### src/rtl/iv_pkg.sv
// Shared definitions for the button encoder: color FSM states, debounce counter
// sizing and one-hot helpers used by the encoder logic.
package iv_pkg;

   localparam int unsigned DB_CNT_W = 20;

   typedef logic [DB_CNT_W-1:0] db_cnt_t;

   typedef enum logic [1:0] {
      ST_IDLE,
      ST_PRESS_WAIT,
      ST_HELD,
      ST_REL_WAIT
   } btn_state_e;

   function automatic logic [1:0] encode_onehot(input logic [3:0] v);
      logic [1:0] code;
      code = 2'd0;
      for (int i = 0; i < 4; i++) begin
         if (v[i]) code = 2'(i);
      end
      return code;
   endfunction

   function automatic logic [3:0] decode_code(input logic [1:0] c);
      return 4'b0001 << c;
   endfunction

endpackage

### src/rtl/button_encoder_if.sv
// Raw button inputs and the debounced game-controller outputs of the encoder.
// master = encoder side, slave = the side driving buttons / consuming codes.
interface button_encoder_if;

   logic [3:0] BTN_RAW;
   logic       START_RAW;
   logic [1:0] BTN_CODE;
   logic       BTN_VALID;
   logic       START_GAME;

   modport master (
      input  BTN_RAW,
      input  START_RAW,
      output BTN_CODE,
      output BTN_VALID,
      output START_GAME
   );

   modport slave (
      output BTN_RAW,
      output START_RAW,
      input  BTN_CODE,
      input  BTN_VALID,
      input  START_GAME
   );

endinterface

### src/rtl/sync_2ff.sv
// Two-flop synchronizer for asynchronous level inputs; the output is the second stage.
module sync_2ff #(
   parameter int unsigned WIDTH = 1
) (
   input  logic             clk_i,
   input  logic             rst_ni,
   input  logic [WIDTH-1:0] d_i,
   output logic [WIDTH-1:0] q_o
);

   logic [WIDTH-1:0] meta_q;
   logic [WIDTH-1:0] sync_q;

   always_ff @(posedge clk_i or negedge rst_ni) begin
      if (!rst_ni) begin
         meta_q <= '0;
         sync_q <= '0;
      end else begin
         meta_q <= d_i;
         sync_q <= meta_q;
      end
   end

   assign q_o = sync_q;

endmodule

### src/rtl/button_encoder.sv
// Debounces four color buttons into a held-button code/valid pair and the start
// button into a level, each with a DB_CYCLES window after a 2-flop synchronizer.
module button_encoder
   import iv_pkg::*;
#(
   parameter int unsigned DB_CYCLES = 20000
) (
   input  logic                CLK,
   input  logic                RST_N,
   button_encoder_if.master    bus
);

   localparam db_cnt_t DB_LAST = db_cnt_t'(DB_CYCLES - 1);
   localparam db_cnt_t DB_FULL = db_cnt_t'(DB_CYCLES);
   localparam db_cnt_t CNT_ONE = db_cnt_t'(1);

   logic [4:0] sync_w;
   logic [3:0] btn_sync;
   logic       start_sync;

   btn_state_e state_q;
   db_cnt_t    cnt_q;
   logic [1:0] cand_q;
   logic [1:0] code_q;
   logic       valid_q;
   logic       cand_match;
   logic       cand_low;

   logic       start_q;
   logic       start_d;
   db_cnt_t    start_cnt_q;
   db_cnt_t    start_cnt_d;

   sync_2ff #(.WIDTH(5)) u_sync (
      .clk_i  (CLK),
      .rst_ni (RST_N),
      .d_i    ({bus.START_RAW, bus.BTN_RAW}),
      .q_o    (sync_w)
   );

   assign btn_sync   = sync_w[3:0];
   assign start_sync = sync_w[4];

   assign cand_match = (btn_sync == decode_code(cand_q));
   assign cand_low   = ~btn_sync[cand_q];

   // Color FSM: qualify a single-hot press, then qualify its release; other
   // buttons are ignored once a color is held.
   always_ff @(posedge CLK or negedge RST_N) begin
      if (!RST_N) begin
         state_q <= ST_IDLE;
         cnt_q   <= '0;
         cand_q  <= 2'd0;
         code_q  <= 2'd0;
         valid_q <= 1'b0;
      end else begin
         unique case (state_q)
            ST_IDLE: begin
               if ($onehot(btn_sync)) begin
                  cand_q  <= encode_onehot(btn_sync);
                  cnt_q   <= '0;
                  state_q <= ST_PRESS_WAIT;
               end
            end
            ST_PRESS_WAIT: begin
               if (cand_match) begin
                  if (cnt_q == DB_LAST) begin
                     valid_q <= 1'b1;
                     code_q  <= cand_q;
                     state_q <= ST_HELD;
                  end else begin
                     cnt_q <= cnt_q + CNT_ONE;
                  end
               end else begin
                  cnt_q   <= '0;
                  state_q <= ST_IDLE;
               end
            end
            ST_HELD: begin
               if (cand_low) begin
                  cnt_q   <= '0;
                  state_q <= ST_REL_WAIT;
               end
            end
            ST_REL_WAIT: begin
               if (cand_low) begin
                  if (cnt_q == DB_LAST) begin
                     valid_q <= 1'b0;
                     state_q <= ST_IDLE;
                  end else begin
                     cnt_q <= cnt_q + CNT_ONE;
                  end
               end else begin
                  cnt_q   <= '0;
                  state_q <= ST_HELD;
               end
            end
            default: state_q <= ST_IDLE;
         endcase
      end
   end

   // Start toggles on the DB_CYCLES+1-th disagreeing sample so its latency
   // matches the color path, which spends one extra edge latching in IDLE.
   always_comb begin
      start_d     = start_q;
      start_cnt_d = '0;
      if (start_sync != start_q) begin
         if (start_cnt_q == DB_FULL) begin
            start_d = ~start_q;
         end else begin
            start_cnt_d = start_cnt_q + CNT_ONE;
         end
      end
   end

   always_ff @(posedge CLK or negedge RST_N) begin
      if (!RST_N) begin
         start_q     <= 1'b0;
         start_cnt_q <= '0;
      end else begin
         start_q     <= start_d;
         start_cnt_q <= start_cnt_d;
      end
   end

   assign bus.BTN_CODE   = code_q;
   assign bus.BTN_VALID  = valid_q;
   assign bus.START_GAME = start_q;

endmodule

### src/flat_wrapper.sv
// flat-port wrapper written by rule: the top's interface ports become plain ports
module button_encoder_flat import iv_pkg::*;
#(
   parameter int unsigned DB_CYCLES = 20000
)
  (CLK, RST_N, bus_BTN_RAW, bus_START_RAW, bus_BTN_CODE, bus_BTN_VALID, bus_START_GAME);
  button_encoder_if bus_i ();
  input  logic CLK;
  input  logic RST_N;
  input wire logic [$bits(bus_i.BTN_RAW)-1:0] bus_BTN_RAW;
  input wire logic [$bits(bus_i.START_RAW)-1:0] bus_START_RAW;
  output wire logic [$bits(bus_i.BTN_CODE)-1:0] bus_BTN_CODE;
  output wire logic [$bits(bus_i.BTN_VALID)-1:0] bus_BTN_VALID;
  output wire logic [$bits(bus_i.START_GAME)-1:0] bus_START_GAME;
  assign bus_i.BTN_RAW = bus_BTN_RAW;
  assign bus_i.START_RAW = bus_START_RAW;
  assign bus_BTN_CODE = bus_i.BTN_CODE;
  assign bus_BTN_VALID = bus_i.BTN_VALID;
  assign bus_START_GAME = bus_i.START_GAME;
  button_encoder #(.DB_CYCLES(DB_CYCLES)) u_core (.CLK(CLK), .RST_N(RST_N), .bus(bus_i));
endmodule
### config.mk
export PLATFORM = sky130hd
export DESIGN_NAME = button_encoder_flat
export DESIGN_NICKNAME = d
export VERILOG_FILES = /design/src/rtl/iv_pkg.sv /design/src/rtl/button_encoder_if.sv /design/src/rtl/sync_2ff.sv /design/src/rtl/button_encoder.sv /design/src/flat_wrapper.sv
export SDC_FILE = /design/constraint.sdc
export NUM_CORES = 1
export LEC_CHECK = 0
export CORE_MARGIN = 3
export CORE_UTILIZATION = 55
export DETAILED_ROUTE_END_ITERATION = 10
export GPL_ROUTABILITY_DRIVEN = 0
export MAX_ROUTING_LAYER = met4
export PLACE_DENSITY_LB_ADDON = 0.12
export SLEW_MARGIN = 0
export SYNTH_ARGS = -nofsm -noshare
export SYNTH_HDL_FRONTEND = slang
export SYNTH_SLANG_ARGS = --single-unit
### constraint.sdc
create_clock -name CLK -period 2.77 [get_ports CLK]
set_input_delay 0.554 -clock CLK [delete_from_list [all_inputs] [get_ports CLK]]
set_output_delay 0.554 -clock CLK [all_outputs]
set_load 0.05 [all_outputs]
==> flow_summary_export.csv, run 1 <==
group,metric,value,unit
run_status,outcome,"complete, no violations",
timing,timing.clock.skew,0.009671,ns
yosys,ys_types,45,
timing,fin_ws,0.1529,ns
global_routing,wire_length_of_the_first_global_routing_pass,10120,um
power_and_ir_drop,pwr_density_cell,631.6,nW/um^2
power_and_ir_drop,total_switching_power,0.0005745,W
yosys,synth_edf_count,0,
setup_path,cp.arrival,2.89,ns
detailed_routing,drtIter0Drc,105,
power_and_ir_drop,internal-power,0.001579,W
clock_network,tritoncts,"built",
timing,tightest_slew,0.9194,ns
power_and_ir_drop,sequential_cell_fraction_of_total_power,43.7,%
place,place.port_buffers,10,
clock_network,cts.path.max_buffers,2,
place,preCtsSetupSlack,0.04262,ns
detailed_routing,dr_wl_cell,14.57,um
floorplan,start_util,57.52,%
global_routing,busiest_layer,"met2",
power_and_ir_drop,irDropWorstVdd,0.5513,mV
yosys,yosys_warnings,0,
detailed_routing,wire_length_reported_by_the_detailed_router,5827,um
clock_network,clock_buffers_created_by_tritoncts,9,
place,hpwlAfterDp,3916,um
global_routing,track_usage,21.41,%
global_routing,m1_gr_usage,25.70,%
global_routing,antenna_found_initial,0,
final_layout,drive_above_1_share,12.12,%
clock_network,cts_root_buffer,"sky130_fd_sc_hd__clkbuf_8",
hold_path,hold_path.class,"in2async",
detailed_routing,drt.antenna.violating_nets,0,
yosys,synth_area,2975,um^2
yosys,syn-num-nets,324,
setup_path,worstSetupEndpointType,"flop",
power_and_ir_drop,static-leakage-power,1.416,nW
setup_path,critical_path.max_fanout,10,
timing,max_clock_freq,382.1,MHz
floorplan,fp.dieArea,6328,um^2
final_layout,syn_to_final_growth,14.59,%
global_routing,vias_in_the_first_global_route,2244,
final_layout,finalNetCount,340,
floorplan,die_w,79.55,um
timing,tns,0,ns
floorplan,floorplan.rows,26,
yosys,syn-instance-count,309,
timing,finalHoldViolations,0,
floorplan,core_region_area,5172,um^2
power_and_ir_drop,power.share.combinational,13.6,%
clock_network,clk_pin_slew,0.07,ns
clock_network,tritoncts_num_sinks,58,
global_routing,pin_count_of_the_biggest_net_entering_global_routing,59,
timing,final_cycle_utilization_of_the_critical_path,94.48,%
clock_network,worst_skew_pair.late_latency,0.35,ns
detailed_routing,post_drt_via_cell_ratio,5.795,
detailed_routing,vias,2318,
yosys,postSynth.asyncResetShare,100.0,%
setup_path,startpoint_type,"flop",
setup_path,cpPeakStageDelay,0.44,ns
power_and_ir_drop,clock_power_share,42.7,%
setup_path,crit_chain,"inv_1, ha_1, ha_1, fa_1, nor4b_2, buf_4, nor3_2, or3_1, o211ai_2",
final_layout,layout_common_cells,"sky130_fd_sc_hd__dfrtp_1, sky130_fd_sc_hd__nor2_1, sky130_fd_sc_hd__nand2_1, sky130_fd_sc_hd__o21ai_0, sky130_fd_sc_hd__a21oi_1",
setup_path,crit_required,3.05,ns
final_layout,antennaDiodeCount,0,
timing,period_needed,2.617,ns
yosys,postSynthRegisterBits,58,
yosys,syn-mean-instance-area,9.629,um^2
timing,slew_viol_final,0,
setup_path,path_common_cell,"sky130_fd_sc_hd__ha_1",
floorplan,io_pins,11,
setup_path,path_delay_family,"adder cells",
global_routing,globalRouteOverflowTotal,0,
yosys,postSynth.topFlopCell,"sky130_fd_sc_hd__dfrtp_1",
timing,max-slew-margin-rel,38.70,%
floorplan,die_h,79.55,um
setup_path,buffering_stage_count_on_the_worst_path_with_inverters_included,2,
setup_path,critical-path-slowest-cell,"sky130_fd_sc_hd__dfrtp_1",
setup_path,setup.worst_path.class,"reg2reg",
detailed_routing,drc,0,
timing,report.final.setup_viol,0,
global_routing,use_met2,33.72,%
final_layout,final_common_cell,"sky130_fd_sc_hd__dfrtp_1",
clock_network,post_cts_buffers,0,
global_routing,use_met3,7.449,%
yosys,synth.yosys.seq_area_share,48.78,%
timing,grt_setup_unrepaired,"false",
power_and_ir_drop,swShare,26.68,%
detailed_routing,detailedRoute.firstPassIterationCount,4,
clock_network,cts.htree.levels,3,
job,cap_violations,0,
==> worst paths after layout <==
kind                                                   start                          endpoint  slack, ns  cells after the start
min                                                    RST_N  u_core.start_cnt_q[16]$_DFF_PN0_       0.34                      2
max in group asynchronous                              RST_N   u_core.start_cnt_q[2]$_DFF_PN0_       1.96                      2
min reg2reg                u_core.u_sync.meta_q[0]$_DFF_PN0_    u_core.u_sync.q_o[0]$_DFF_PN0_       0.34                      0
min in group CLK           u_core.u_sync.meta_q[0]$_DFF_PN0_    u_core.u_sync.q_o[0]$_DFF_PN0_       0.34                      0
max                           u_core.u_sync.q_o[2]$_DFF_PN0_      u_core.cnt_q[19]$_DFFE_PN0P_       0.15                      9
max reg2reg                   u_core.u_sync.q_o[2]$_DFF_PN0_      u_core.cnt_q[19]$_DFFE_PN0P_       0.15                      9
==> stage by stage <==
stage | hold slack (ns) | instance area (um^2) | utilization [%] | total power, W | cells
floorplan | 0.2584 | 2982 | - | 0.001152 | 309
global placement | 0.3318 | 3167 | 61.22 | 0.001234 | 384
detailed placement | 0.3371 | 3167 | 61.22 | 0.001244 | 384
CTS | 0.3451 | 3405 | 65.82 | 0.002174 | 400
global route | 0.3564 | 3410 | 65.92 | 0.002260 | 400
finish | 0.3419 | 3410 | 65.92 | 0.002153 | 400
==> cell usage after synthesis (all sizes together), types with 3 or more instances <==
master	n	area [um^2]
a21o	3	22.52
a21oi	18	90.09
a22o	4	35.03
a31oi	6	37.54
and3	7	43.79
buf	4	20.02
clkbuf	8	30.03
dfrtp	58	1451
ha	7	87.58
inv	13	48.80
mux2	4	45.04
nand2	22	85.09
nand2b	4	25.02
nand3	18	95.09
nand4	6	37.54
nor2	31	116.4
nor2b	3	18.77
nor3	11	60.06
nor4	6	37.54
nor4b	5	43.79
o21ai	21	105.1
or3	12	75.07
xnor2	9	78.83
xor2	10	87.58
==> cell families (layout without fill, tap and decap cells) <==
kind of cell               after synthesis  count (layout)  synth area share [%]
and+or+nand+nor                        133             133                 23.72
muxes                                    6               6                 2.607
buffers and inverters                   25              46                 3.322
DFF                                     58              58                 48.78
xor gates and xnor gates                19              19                 5.593
AOI/OAI and AO/OA                       60              60                 12.36
adders and majority gates                8               8                 3.616
==> timing repair <==
action | 4_1_cts | 5_1_grt
gates resized for setup | 0 | 1
hold buffers | 0 | 0
setup endpoints to repair | 0 | 6
==> per-layer routing <==
metal	wire (um)	part of all wire, %
met5	0	0
met3	251	4.3
met4	78	1.3
met1	2654	46
met2	2842	49
==> power by group through the flow <==
| stage | combinational [W] | clock [W] | sequential (W) |
|---|---|---|---|
| CTS | 0.000291 | 0.000943 | 0.000940 |
| global route | 0.000334 | 0.000976 | 0.000950 |
| floorplan | 0.000235 | 0 | 0.000917 |
| detailed placement | 0.000288 | 0 | 0.000956 |
| finish | 0.000293 | 0.000919 | 0.000941 |
| global placement | 0.000280 | 0 | 0.000954 |
==> flip-flops by register name, summed over array words and instances, names as in the netlist <==
signal and count:
u_core.state_q 2, u_core.u_sync.q_o 5, u_core.start_cnt_q 20, u_core.cnt_q 20, u_core.cand_q 2, u_core.bus.BTN_VALID 1, u_core.u_sync.meta_q 5, u_core.bus.BTN_CODE 2
u_core.bus.START_GAME 1
==> area by class of cell <==
cell class,count,area [um^2]
Inverter,13,48.80
Sequential cell,58,1451
Fill cell,415,1763
Tap cell,70,87.58
Multi-Input combinational cell,226,1436
Timing Repair Buffer,17,147.6
Clock buffer,12,165.2
Clock inverter,4,72.57
Note: power is estimated with default switching activity, not from simulation.
==> run 2, diff against run 1 <==
- GPL_ROUTABILITY_DRIVEN: 0 -> unset
==> results of run 2 <==
Same layout as run 1: the final DEF is identical, and so are final timing and power.
